`src/rtl/dbus_pkg.sv`:
```
// Shared definitions for the data-bus arbiter and its address decoder:
// FSM state encoding, one-hot slave select codes and address region nibbles.
package dbus_pkg;

    typedef enum logic [1:0] {
        IDLE = 2'd0,
        XFER = 2'd1,
        DONE = 2'd2
    } state_t;

    localparam logic [2:0] SEL_RAM  = 3'b001;
    localparam logic [2:0] SEL_UART = 3'b010;
    localparam logic [2:0] SEL_TTY  = 3'b100;

    localparam logic [3:0] REGION_UART = 4'hE;
    localparam logic [3:0] REGION_TTY  = 4'h8;

endpackage

```
`src/rtl/dbus_decode.sv`:
```
// Address region decoder: top address nibble -> one-hot slave select.
// Also used at system level to derive the uart/teleprinter chip selects.
module dbus_decode
    import dbus_pkg::*;
(
    input  logic [3:0] region,
    output logic [2:0] sel
);

    // UART and teleprinter own one region each; everything else is RAM.
    always_comb begin
        sel = SEL_RAM;
        case (region)
            REGION_UART: sel = SEL_UART;
            REGION_TTY:  sel = SEL_TTY;
            default:     sel = SEL_RAM;
        endcase
    end

endmodule

```
`src/rtl/dbus_arbiter.sv`:
```
// Two-master round-robin arbiter for the shared data bus (RAM/UART/TTY).
// Optional bus locking is compiled in with the macro DBUS_ARB_LOCK_EN.
//
// Handshake: a master raises mN_req with we/addr/wdata and holds all of them
// until it sees mN_ack. mN_ack is a one-cycle pulse in the DONE cycle, and
// mN_rdata is valid in that cycle and stays stable until the next ack.
// Each transfer takes IDLE -> XFER -> DONE; IDLE is the turnaround cycle,
// so the master has time to drop req before it could be granted again.
module dbus_arbiter
    import dbus_pkg::*;
#(
    parameter int AW = 32,
    parameter int DW = 32
) (
    input  logic          clk,
    input  logic          reset,
    input  logic          m0_req,
    input  logic          m0_we,
    input  logic [AW-1:0] m0_addr,
    input  logic [DW-1:0] m0_wdata,
    output logic          m0_ack,
    output logic [DW-1:0] m0_rdata,
`ifdef DBUS_ARB_LOCK_EN
    input  logic          m0_lock,
    input  logic          m1_lock,
`endif
    input  logic          m1_req,
    input  logic          m1_we,
    input  logic [AW-1:0] m1_addr,
    input  logic [DW-1:0] m1_wdata,
    output logic          m1_ack,
    output logic [DW-1:0] m1_rdata,
    output logic [AW-1:0] s_addr,
    output logic          s_we,
    output logic [DW-1:0] s_wdata,
    output logic [2:0]    s_sel,
    input  logic [DW-1:0] s_rdata,
    output logic [1:0]    dbg_state
);

    state_t        state;
    logic          gnt;        // 0 = master 0, 1 = master 1
    logic          last_gnt;
    logic [DW-1:0] rdata_q;

    logic          start;
    logic          pick;
    logic [AW-1:0] g_addr;
    logic [DW-1:0] g_wdata;
    logic          g_we;
    logic [2:0]    dec_sel;

`ifdef DBUS_ARB_LOCK_EN
    logic          locked;
    logic          lock_owner;
    logic          own_hold;
    logic          g_lock;

    assign g_lock   = gnt ? m1_lock : m0_lock;
    assign own_hold = locked && (lock_owner ? (m1_req && m1_lock) : (m0_req && m0_lock));
`endif

    assign dbg_state = state;

    // Granted master's request fields, muxed on the registered grant.
    assign g_addr  = gnt ? m1_addr  : m0_addr;
    assign g_wdata = gnt ? m1_wdata : m0_wdata;
    assign g_we    = gnt ? m1_we    : m0_we;

    dbus_decode u_decode (
        .region (g_addr[AW-1:AW-4]),
        .sel    (dec_sel)
    );

    // Arbitration choice for the IDLE cycle: lock owner first, then round-robin.
    always_comb begin
        start = 1'b0;
        pick  = gnt;
`ifdef DBUS_ARB_LOCK_EN
        if (own_hold) begin
            start = 1'b1;
            pick  = lock_owner;
        end else
`endif
        if (m0_req && m1_req) begin
            start = 1'b1;
            pick  = ~last_gnt;
        end else if (m0_req) begin
            start = 1'b1;
            pick  = 1'b0;
        end else if (m1_req) begin
            start = 1'b1;
            pick  = 1'b1;
        end
    end

    // Transfer sequencer: grant in IDLE, address cycle, completion cycle.
    always_ff @(posedge clk or posedge reset) begin
        if (reset) begin
            state    <= IDLE;
            gnt      <= 1'b0;
            last_gnt <= 1'b1;
            rdata_q  <= '0;
`ifdef DBUS_ARB_LOCK_EN
            locked     <= 1'b0;
            lock_owner <= 1'b0;
`endif
        end else begin
            case (state)
                IDLE: begin
`ifdef DBUS_ARB_LOCK_EN
                    if (locked && !own_hold) locked <= 1'b0;
`endif
                    if (start) begin
                        gnt   <= pick;
                        state <= XFER;
                    end
                end
                XFER: state <= DONE;
                DONE: begin
                    rdata_q  <= s_rdata;
                    last_gnt <= gnt;
`ifdef DBUS_ARB_LOCK_EN
                    if (g_lock) begin
                        locked     <= 1'b1;
                        lock_owner <= gnt;
                    end
`endif
                    state <= IDLE;
                end
                default: state <= IDLE;
            endcase
        end
    end

    // Bus and master-side outputs derived from the registered state and grant.
    always_comb begin
        s_addr   = '0;
        s_wdata  = '0;
        s_sel    = '0;
        s_we     = 1'b0;
        if (state == XFER || state == DONE) begin
            s_addr  = g_addr;
            s_wdata = g_wdata;
            s_sel   = dec_sel;
        end
        if (state == XFER) s_we = g_we;
        m0_ack   = (state == DONE) && !gnt;
        m1_ack   = (state == DONE) && gnt;
        m0_rdata = m0_ack ? s_rdata : rdata_q;
        m1_rdata = m1_ack ? s_rdata : rdata_q;
    end

endmodule
```
`config.mk`:
```
export PLATFORM = sky130hd
export DESIGN_NAME = dbus_arbiter
export DESIGN_NICKNAME = d
export VERILOG_FILES = /design/src/rtl/dbus_pkg.sv /design/src/rtl/dbus_decode.sv /design/src/rtl/dbus_arbiter.sv
export SDC_FILE = /design/constraint.sdc
export NUM_CORES = 1
export LEC_CHECK = 0
export CORE_AREA = 3 3 116 118
export DETAILED_ROUTE_END_ITERATION = 10
export DIE_AREA = 0 0 119 121
export MAX_ROUTING_LAYER = met4
export PLACE_DENSITY = 0.84
export SYNTH_ARGS = -nofsm -noshare
export SYNTH_HDL_FRONTEND = slang
export SYNTH_SLANG_ARGS = --single-unit
export TNS_END_PERCENT = 30
```
`constraint.sdc`:
```
create_clock -name clk -period 1.74 [get_ports clk]
set_clock_uncertainty 0.05 [all_clocks]
set_input_delay 0.261 -clock clk [delete_from_list [all_inputs] [get_ports clk]]
set_output_delay 0.261 -clock clk [all_outputs]
set_load 0.05 [all_outputs]
```
; ---- After elaboration in Yosys (flattened, before gate mapping)
; Index checks and enable logic that the tools add are counted.
[totals]
register_bits = 36
input_bits = 166
out_inout_bits = 136
word_cells = 36
[op_classes]
eq_ne = 5
muxes = 18
bitwise = 1
n_reduce_logical = 8
[op_table]
columns = op, count
row1 = 32-bit two-way mux, 6
row2 = 4-bit equality test (second input constant), 2
row3 = 1-bit two-way mux, 8
row4 = 3-bit case mux with 2 select lines, 1
row5 = 2-bit case mux with 2 select lines, 1
row6 = 1-bit logical AND, 3
row7 = 3-bit two-way mux, 1
row8 = 3-bit AND reduction, 1
row9 = 3-bit nonzero test, 1
row10 = 2-bit by 1-bit equality test with 1-bit output (second input constant), 1
row11 = 2-bit equality test (second input constant), 1
row12 = 2-bit logical NOT, 1
row13 = 2-bit two-way mux, 1
row14 = 2-bit inequality test (second input constant), 1
row15 = 1-bit logical NOT, 1
row16 = 1-bit logical OR, 1
row17 = 1-bit NOT, 1

; ---- Logic depth before layout (Yosys ltp)
; Gate-level depths: netlist of run 1.
[logic_depth]
ltp_word = 5
ltp_mapped = 7
mapped_depth_nobuf = 5

; ---- Hierarchy
; Synthesis of run 1 repeated with hierarchy kept, for this count alone.
[unflattened]
cells_unflattened = 314
area_unflattened_um2 = 3519.6
[by_module_without_submodules]
columns = mod, instances, cells_each, area_each_um2
row1 = dbus_arbiter, 1, 310, 3477.1
row2 = dbus_decode, 1, 4, 42.5

; ---- Worst setup path before layout of run 1
; OpenSTA, ideal clock, no wires.
[synth_path]
path_type = register to output
startpoint = register state[0], in the netlist dbg_state[0]
endpoint = output port s_sel[1]
arrival_ps = 2448
required_ps = 1429
setup_slack_ps = -1019
path_stages_with_launch = 5
path_buffers = 0
path_cell_list = dfrtp_1 -> inv_1 -> ha_1 -> nor2b_1 -> and3b_1
[synth_via]
elab_chain_len = 3
[synth_lines]
columns = element, line
row1 = from (decl), dbus_arbiter.sv:41  ; state_t state;
row2 = from (signal assigned), dbus_arbiter.sv:100  ; state <= IDLE;
row3 = from (signal assigned), dbus_arbiter.sv:116  ; state <= XFER;
row4 = from (signal assigned), dbus_arbiter.sv:119  ; XFER: state <= DONE;
row5 = 2-bit by 1-bit equality test with 1-bit output or 2-bit equality test (tied branches), dbus_arbiter.sv:142  ; if (state == XFER || state == DONE) begin
row6 = 1-bit logical OR (*), dbus_arbiter.sv:142
row7 = 3-bit two-way mux (*), dbus_arbiter.sv:142
row8 = to (decl), dbus_arbiter.sv:36  ; output logic [2:0] s_sel,
; Every way passes the cells marked *; elsewhere a longest branch is shown, timed or not.

; ---- Worst setup path in the final report of run 1
[layout_path]
startpoint = register state[0], in the netlist dbg_state[0]
endpoint = output port m0_rdata[16]
[layout_via]
elab_chain_len = 3
[layout_lines]
columns = element, line
row1 = 2-bit equality test, dbus_arbiter.sv:148  ; m0_ack = (state == DONE) && !gnt;
row2 = 1-bit logical AND, dbus_arbiter.sv:148
row3 = 32-bit two-way mux, dbus_arbiter.sv:150  ; m0_rdata = m0_ack ? s_rdata : rdata_q;
row4 = to (decl), dbus_arbiter.sv:22  ; output logic [DW-1:0] m0_rdata,
; No other way between the ends.

==> results of run 1 <==
-- critical path, stage by stage, from the launching register on --
cell and delay, ns:
dfrtp_2 0.40, inv_2 0.08, ha_4 0.15, nor2b_4 0.20
buf_12 0.21, mux2_4 0.34, buf_12 0.15
-- state kept, by name, summed over array words and instances (netlist names) --
register   cells
rdata_q       32
gnt            1
last_gnt       1
dbg_state      2
-- area by class of cell --
class,count,area (µm²)
Multi-Input combinational cell,247,3161
Sequential cell,36,908.4
Clock buffer,7,142.6
Fill cell,757,3338
Tap cell,172,215.2
Timing Repair Buffer,338,4771
Clock inverter,1,7.507
Antenna cell,1,2.502
Inverter,6,22.52
-- kinds of logic after synthesis --
family          count (synthesis)
compound gates                  6
mux                           162
flops                          36
simple gates                   74
xor+xnor                        1
buf+inv                        32
fa+ha+maj                       4
-- path summary, 6_finish.rpt --
check | to | slack (ns) | cells past startpoint
worst min-delay path | rdata_q[29] | 0.35 | 3
worst max register to register | rdata_q[14] | 0.27 | 4
worst min register to register | last_gnt | 0.46 | 2
min in group clk | last_gnt | 0.46 | 2
worst max-delay path | m0_rdata[16] | -0.39 | 6
max in group asynchronous | last_gnt | 1.05 | 3
-- cells in the final DEF, fill, tap and decap left out, types with 3 or more instances in the layout --
master,count
mux2i_1,38
clkdlybuf4s50_1,165
buf_4,23
buf_16,3
dfrtp_1,32
buf_12,134
mux2_2,36
mux2_4,61
nor2b_4,64
mux2i_2,25
nor2_1,3
inv_1,3
clkbuf_16,7
inv_2,3
buf_6,9
-- layer usage --
metal	GRT usage (%)	up-vias	wire length (µm)	part of all wire [%]
met5	-	-	0	0
met1	21.04	1800	5214	33
met4	5.358	0	381	2.4
met3	5.548	29	1100	6.9
li1	-	1750	-	-
met2	42.95	181	9271	58
-- through the flow --
step	worst slack [ns]	util, %	hold slack [ns]	setup TNS, ns	cells
6_report	-0.3934	73.44	0.3458	-41.34	808
2_1_floorplan	-0.2641	-	0.3626	-26.75	315
4_1_cts	-0.4185	71.98	0.3377	-42.37	802
3_3_place_gp	-0.09203	67.79	0.4551	-3.647	787
5_1_grt	-0.4714	73.44	0.3559	-50.46	808
3_5_place_dp	-0.1363	67.79	0.4550	-6.245	787
-- what timing repair did --
action | 4_1_cts | 5_1_grt
gates cloned | 4 | 2
buffers inserted | 3 | 4
endpoints found under the hold margin | 0 | 0
resized for setup | 55 | 31
pin swaps | 0 | 1
setup endpoints to repair | 134 | 134
==> impl_metrics.json, run 1 <==
{
  "cts-buffers-inserted": 5,
  "wirelength_mm": 15.97,
  "hold_buffers": 0,
  "grt_use_total_pct": 21.77,
  "fin_ws_ns": -0.3934,
  "criticalPathCategory": "reg2out",
  "drv_cap": 0,
  "ios": 302,
  "synth_top_family_by_area": "multiplexers",
  "grt_pass1_vias": 4224,
  "area_growth_pct": 160.9,
  "synth_warnings": 0,
  "synthSimpleGateAreaFrac_pct": 13.12,
  "post-route-drc-count": 0,
  "cp_data_required_time_ns": 1.43,
  "syn-cell-area_um2": 3537,
  "rsz0062_at_grt": "true",
  "setup.worst_path.start_class": "register",
  "initial_core_util_pct": 28.14,
  "cts_tree": "built",
  "fmax_mhz": 468.7,
  "synthFlopType": "dfrtp_1",
  "rr_startpoint": "dbg_state[0]",
  "grt_max_degree": 37,
  "ys_async_sr_fraction_pct": 100.0,
  "portBuffers": 301,
  "hold_class": "in2async",
  "synth.avg_cell_area_um2": 11.23,
  "worstSetupStartpoint": "dbg_state[0]",
  "finalHoldViolations": 0,
  "tightest_slew_ns": 0.3756,
  "synth_cell_type_count": 25,
  "synth-seq-area-share_pct": 25.50,
  "maxSlewViolCount": 0,
  "ys_top_cells_by_area": "dfrtp_1 25%, mux2_2 22%, mux2i_1 18%, mux2_4 12%, nor2b_1 11%",
  "violations": "setup timing",
  "synth_edf_count": 0,
  "end_kind": "primary output",
  "layout-drive-gt1-share_pct": 60.16,
  "ant_nets": 0,
  "syn_nets": 485,
  "synthMuxAreaShare_pct": 52.35,
  "worstSkewPairLatency_ns": 0.27,
  "synth_compound_area_share_pct": 1.132,
  "worst_ep_arrival_time_ns": 1.82,
  "die-area_um2": 14400,
  "synthAdderAreaFrac_pct": 1.415,
  "crit_fanout": 19,
  "fp.coreArea_um2": 12570,
  "grt_pass1_wl_mm": 23.56,
  "gp_congestion": 0.7727,
  "wl_per_cell_um": 19.76,
  "synth_largest_area_cell": "dfrtp_1",
  "die-width_um": 119,
  "h-tree-depth": 2,
  "netlist.area_leader.share_pct": 24.76,
  "status": "finished with violations",
  "clkSlewWorstSetupHoldPaths_ns": 0.06,
  "place_area_um2": 8519,
  "setup_violations": 133,
  "cts.sinks": 36,
  "antenna_found_initial": 1,
  "design_area_um2": 9230,
  "synth-seq-cells": 36,
  "layout_min_cycle_time_ns": 2.133,
  "synthTopCellsByCount": "68 x mux2_2, 65 x mux2i_1, 64 x nor2b_1, 35 x dfrtp_1, 29 x mux2_4",
  "vias": 3760,
  "synth.most_common_cell": "mux2_2",
  "dp_hpwl_mm": 13.40,
  "grt-ovfl-total": 0,
  "synth_cells": 315,
  "fp-row-count": 41,
  "clk_path_buf_depth": 2,
  "dr.pass1.iters": 4,
  "vias_per_cell": 4.653,
  "period_share_pct": 122.6,
  "synth_xor_area_share_pct": 0.2476,
  "initialDrtViolationCount": 72,
  "die_h_um": 121,
  "slew_headroom_pct": 74.24,
  "cts_root_buf": "clkbuf_16",
  "final_nets": 804
}
Power of run 1 is not shown: default switching activity piles up to over one toggle a cycle in this logic, so the estimate is an artifact.
==> run 2, diff against run 1 <==
--- a/config.mk
+++ b/config.mk
@@ -8,6 +8,7 @@
 export CORE_AREA = 3 3 116 118
 export DETAILED_ROUTE_END_ITERATION = 10
 export DIE_AREA = 0 0 119 121
+export GPL_TIMING_DRIVEN = 0
 export MAX_ROUTING_LAYER = met4
 export PLACE_DENSITY = 0.84
 export SYNTH_ARGS = -nofsm -noshare
==> constraint.sdc (replaced) <==
create_clock -name clk -period 1.74 [get_ports clk]
set_clock_uncertainty 0.05 [all_clocks]
set_input_delay 0.261 -clock clk [delete_from_list [all_inputs] [get_ports clk]]
set_output_delay 0.261 -clock clk [all_outputs]
set_load 0.005 [all_outputs]
==> impl_metrics.json, run 2 (synthesis results as in run 1) <==
{
  "cts_root_buf": "clkbuf_16",
  "fin_ws_ns": -0.5136,
  "wl_per_cell_um": 18.65,
  "fillers": 1012,
  "clkSlewWorstSetupHoldPaths_ns": 0.06,
  "post-route-drc-count": 0,
  "place_area_um2": 6789,
  "grt_pass1_wl_mm": 22.99,
  "cts_tree": "built",
  "reg2reg_slack_ns": 0.08,
  "wirelength_mm": 15.63,
  "pwr_density_cell_nw_per_um2": 1764,
  "dp_slack_ns": -0.8983,
  "critPathCapture": "m0_rdata[3]",
  "finalHoldViolations": 0,
  "slew_headroom_pct": 47.28,
  "worst_ep_arrival_time_ns": 1.94,
  "criticalPathCategory": "reg2out",
  "antenna_found_initial": 0,
  "worstSkewPairLatency_ns": 0.27,
  "vias_per_cell": 4.545,
  "regArea_um2": 903.4,
  "area_growth_pct": 118.1,
  "grt_max_degree": 37,
  "use_met2_pct": 39.00,
  "hold_class": "in2async",
  "r2r_end": "rdata_q[11]",
  "drv_cap": 0,
  "rsz0062_at_grt": "true",
  "die-width_um": 119,
  "top_usage_layer": "met2",
  "grt-ovfl-total": 0,
  "grt_pass1_vias": 4274,
  "die-area_um2": 14400,
  "initialDrtViolationCount": 112,
  "layout-drive-gt1-share_pct": 52.70,
  "fmax_mhz": 443.7,
  "layout_min_cycle_time_ns": 2.254,
  "largest_reg_flops": 32,
  "rr_startpoint": "dbg_state[0]",
  "ant_nets": 0,
  "p_leak_uw": 0.003688,
  "fp-row-count": 41,
  "final_cell_mix": "166 x clkdlybuf4s50_1, 73 x buf_6, 60 x mux2i_1, 60 x mux2_4, 40 x buf_2",
  "ios": 302,
  "violations": "setup timing",
  "dr.pass1.iters": 4,
  "multi_input_area_um2": 2753,
  "portBuffers": 301,
  "initial_core_util_pct": 28.14,
  "clk_path_buf_depth": 2,
  "dp_hpwl_mm": 11.84,
  "grtUsageMet3_pct": 4.103,
  "layout_commonest_cell": "clkdlybuf4s50_1",
  "tightest_slew_ns": 0.7897,
  "fp.coreArea_um2": 12570,
  "design_area_um2": 7716,
  "maxSlewViolCount": 0,
  "vias": 3809,
  "worstSetupStartpoint": "dbg_state[1]",
  "grt_util_met1_pct": 21.75,
  "final_nets": 835,
  "cts.sinks": 36,
  "crit_fanout": 5,
  "die_h_um": 121,
  "setup_violations": 134,
  "status": "finished with violations",
  "cp_data_required_time_ns": 1.43,
  "period_share_pct": 129.5,
  "grt_use_total_pct": 20.66,
  "setup.worst_path.start_class": "register",
  "end_kind": "primary output",
  "diodes": 0,
  "gp_congestion": 0.7738,
  "r2r_cells": 6,
  "hold_buffers": 0,
  "top_register": "rdata_q",
  "ir_drop_uv": 681.1,
  "cts-buffers-inserted": 5,
  "h-tree-depth": 2
}
run 2: cell types whose count changed in the layout (fill, tap and decap cells not counted), sizes merged, moves of 6 or more:
| cell | delta |
|---|---|
| buf | -31 |
| clkbuf | +36 |
| clkdlybuf4s15 | +16 |
| dlygate4sd2 | +6 |
run 2: worst min-delay path by stage:
stage | to | slack (ns) | from
after floorplan | rdata_q[17] | 0.36 | s_rdata[17]
after global placement | last_gnt | 0.44 | last_gnt
after global routing | rdata_q[18] | 0.47 | reset
final | rdata_q[12] | 0.40 | reset
after detailed placement | last_gnt | 0.44 | last_gnt
after CTS | rdata_q[18] | 0.43 | reset
run 2: through the flow:
| stage | hold WS, ns | utilization [%] | power [µW] | cells | TNS [ns] |
|---|---|---|---|---|---|
| floorplan | 0.3626 | - | 6023 | 315 | -0.1602 |
| global route | 0.4708 | 61.39 | 14400 | 838 | -50.97 |
| detailed placement | 0.4423 | 54.02 | 11030 | 788 | -82.43 |
| finish | 0.4021 | 61.39 | 13610 | 838 | -41.62 |
| global placement | 0.4388 | 54.02 | 10840 | 788 | -87.92 |
| CTS | 0.4303 | 60.71 | 13200 | 835 | -46.69 |
run 2: critical path: stages, from the launching register on:
cell and delay, ns:
dfrtp_2 0.43, ha_4 0.18, nor2b_4 0.13, buf_12 0.13, buf_12 0.12, buf_12 0.12, buf_12 0.13, mux2_4 0.31
buf_6 0.12
run 2: power breakdown:
part | internal (µW) | switching (µW) | leakage, µW
Clock | 673 | 353 | 0.0000798
Sequential | 1290 | 355 | 0.000423
Combinational | 7060 | 3890 | 0.00319
run 2: routing by layer:
metal / vias up / wire, µm
met5: - / 0
met4: 0 / 388
met3: 24 / 876
met2: 185 / 8677
met1: 1795 / 5684
li1: 1805 / -
run 2: what timing repair did:
item                       in CTS  in global routing
setup endpoints to repair     134                163
pin swaps                       1                  1
setup buffers                  32                  9
gates cloned                    8                  0
resized for setup             548                116
run 2: area by class of cell:
cell class | count | area share [%]
buffer | 23 | 4.329
inverter | 6 | 0.3243
clock inverter | 3 | 0.5513
sequential | 36 | 11.71
clock buffer | 5 | 1.622
multi-input combinational | 247 | 35.67
timing repair buffer | 346 | 43.00
tap | 172 | 2.789
No activity file was read; power rests on OpenSTA's default activity.
==> run 3, diff against run 2 <==
--- a/config.mk
+++ b/config.mk
@@ -5,12 +5,13 @@
 export SDC_FILE = /design/constraint.sdc
 export NUM_CORES = 1
 export LEC_CHECK = 0
-export CORE_AREA = 3 3 116 118
+export CORE_AREA = 3 3 115 117
 export DETAILED_ROUTE_END_ITERATION = 10
-export DIE_AREA = 0 0 119 121
+export DIE_AREA = 0 0 118 120
+export DONT_BUFFER_PORTS = 1
 export GPL_TIMING_DRIVEN = 0
 export MAX_ROUTING_LAYER = met4
-export PLACE_DENSITY = 0.84
+export PLACE_DENSITY = 0.52
 export SYNTH_ARGS = -nofsm -noshare
 export SYNTH_HDL_FRONTEND = slang
 export SYNTH_SLANG_ARGS = --single-unit
==> impl_metrics.json, run 3 (synthesis results as in run 1) <==
{
  "status": "finished with violations",
  "violations": "setup timing",
  "finalHoldViolations": 0,
  "ios": 302,
  "crit_fanout": 10,
  "pwr_density_cell_nw_per_um2": 2118,
  "fp-row-count": 41,
  "antenna_found_initial": 1,
  "dp_hpwl_mm": 9.791,
  "hp-start": "s_rdata[24]",
  "cts.sinks": 36,
  "post-route-drc-count": 0,
  "path_cells": "inv_2, ha_4, nor2b_4, buf_12, buf_12, mux2_4",
  "post-place-cells": 487,
  "die-area_um2": 14160,
  "p_leak_uw": 0.002187,
  "clkSlewWorstSetupHoldPaths_ns": 0.06,
  "cp_data_required_time_ns": 1.43,
  "portBuffers": 0,
  "die_h_um": 120,
  "final_cells": 511,
  "final_cell_mix": "59 x mux2i_1, 51 x mux2_2, 46 x mux2_4",
  "vias": 2545,
  "fillers": 1233,
  "slew_headroom_pct": 46.50,
  "wl_per_cell_um": 24.22,
  "largest_reg_flops": 32,
  "criticalPathCategory": "reg2out",
  "period_share_pct": 117.6,
  "cts_tree": "built",
  "die-width_um": 118,
  "grt_use_total_pct": 16.28,
  "vias_per_cell": 4.980,
  "cts-buffers-inserted": 5,
  "wirelength_mm": 12.38,
  "setup_violations": 131,
  "h-tree-depth": 2,
  "fin_util_pct": 38.01,
  "setup.worst_path.start_class": "register",
  "fp.coreArea_um2": 12470,
  "tightest_slew_ns": 0.8013,
  "cts_root_buf": "clkbuf_16",
  "grt_pass1_vias": 2664,
  "rr_startpoint": "dbg_state[0]",
  "reg2reg_slack_ns": 0.01,
  "grt_pass1_wl_mm": 17.14,
  "fin_ws_ns": -0.3070,
  "grt_max_degree": 37,
  "drv_cap": 0,
  "layout_commonest_cell": "mux2i_1",
  "initialDrtViolationCount": 84,
  "end_kind": "primary output",
  "final_nets": 507,
  "worst_ep_arrival_time_ns": 1.74,
  "grt-ovfl-total": 0,
  "p_total_uw": 10040,
  "gp_congestion": 0.8283,
  "dr.pass1.iters": 4,
  "hold_class": "in2reg",
  "top_register": "rdata_q",
  "dp_slack_ns": -0.5865,
  "layout-drive-gt1-share_pct": 65.98,
  "slowest_stage": "dfrtp_2",
  "clk_path_buf_depth": 2,
  "ant_nets": 0,
  "crit_top_cell": "buf_12",
  "worstSkewPairLatency_ns": 0.28,
  "crit_path_max_incr_delay_ns": 0.45,
  "rsz0062_at_grt": "true",
  "worstSetupStartpoint": "dbg_state[0]",
  "maxSlewViolCount": 0,
  "ir_drop_uv": 902.5,
  "initial_core_util_pct": 28.37,
  "layout_min_cycle_time_ns": 2.047,
  "area_growth_pct": 33.96,
  "fmax_mhz": 488.5
}
[run 3: power by group]
part / switching [µW] / internal [µW] / total (µW)
clock: 334 / 570 / 904
sequential: 326 / 1290 / 1610
combinational: 3090 / 4430 / 7520
total: 3750 / 6290 / 10000
[run 3: final timing paths]
check	endpoint	cells after the start
setup reg to reg	rdata_q[23]	6
min in group asynchronous	rdata_q[5]	2
hold / removal	rdata_q[24]	1
setup / recovery	m0_rdata[22]	6
hold reg to reg	last_gnt	2
max in group asynchronous	dbg_state[0]	2
[run 3: worst max-delay path: cells and delay by family (launching register included)]
kind	cells	cell delay, ns
fa+ha+maj	1	0.14
mux	1	0.31
buf+inv	3	0.39
simple gates	1	0.15
flops	1	0.45
[run 3: repair_timing]
action,4_1_cts,5_1_grt
gates cloned,2,4
gates resized for setup,145,22
endpoints found under the setup margin,133,133
endpoints found under the hold margin,24,0
setup buffers,4,5
hold buffers,1,0
[run 3: area by class of cell]
cell class	count	area, µm²	share of cell area (%)
plain buffers	25	349.1	7.367
flip-flops and latches	36	904.6	19.09
inverters	6	22.52	0.4753
diodes	1	2.502	0.05281
clock inverters	1	7.507	0.1584
repair buffers	15	187.7	3.961
clock buffers	7	142.6	3.010
well taps	172	215.2	4.542
multi-input cells	248	2907	61.34
[run 3: routing by layer]
metal	vias up	track usage, %	share of wire [%]	routed length, µm
li1	1150	-	-	-
met1	1237	18.16	37	4634
met2	152	28.93	54	6632
met3	6	5.325	8.3	1021
met4	0	2.857	0.70	87
met5	-	-	0	0
[run 3: through the flow]
step / hold slack, ns / instance area (µm²) / TNS (ns)
2_1_floorplan: 0.3626 / 3561 / -0.1602
3_3_place_gp: 0.3645 / 3776 / -33.39
3_5_place_dp: 0.2844 / 3776 / -35.41
4_1_cts: 0.07540 / 4523 / -34.55
5_1_grt: 0.07545 / 4738 / -41.74
6_report: 0.08163 / 4738 / -30.21
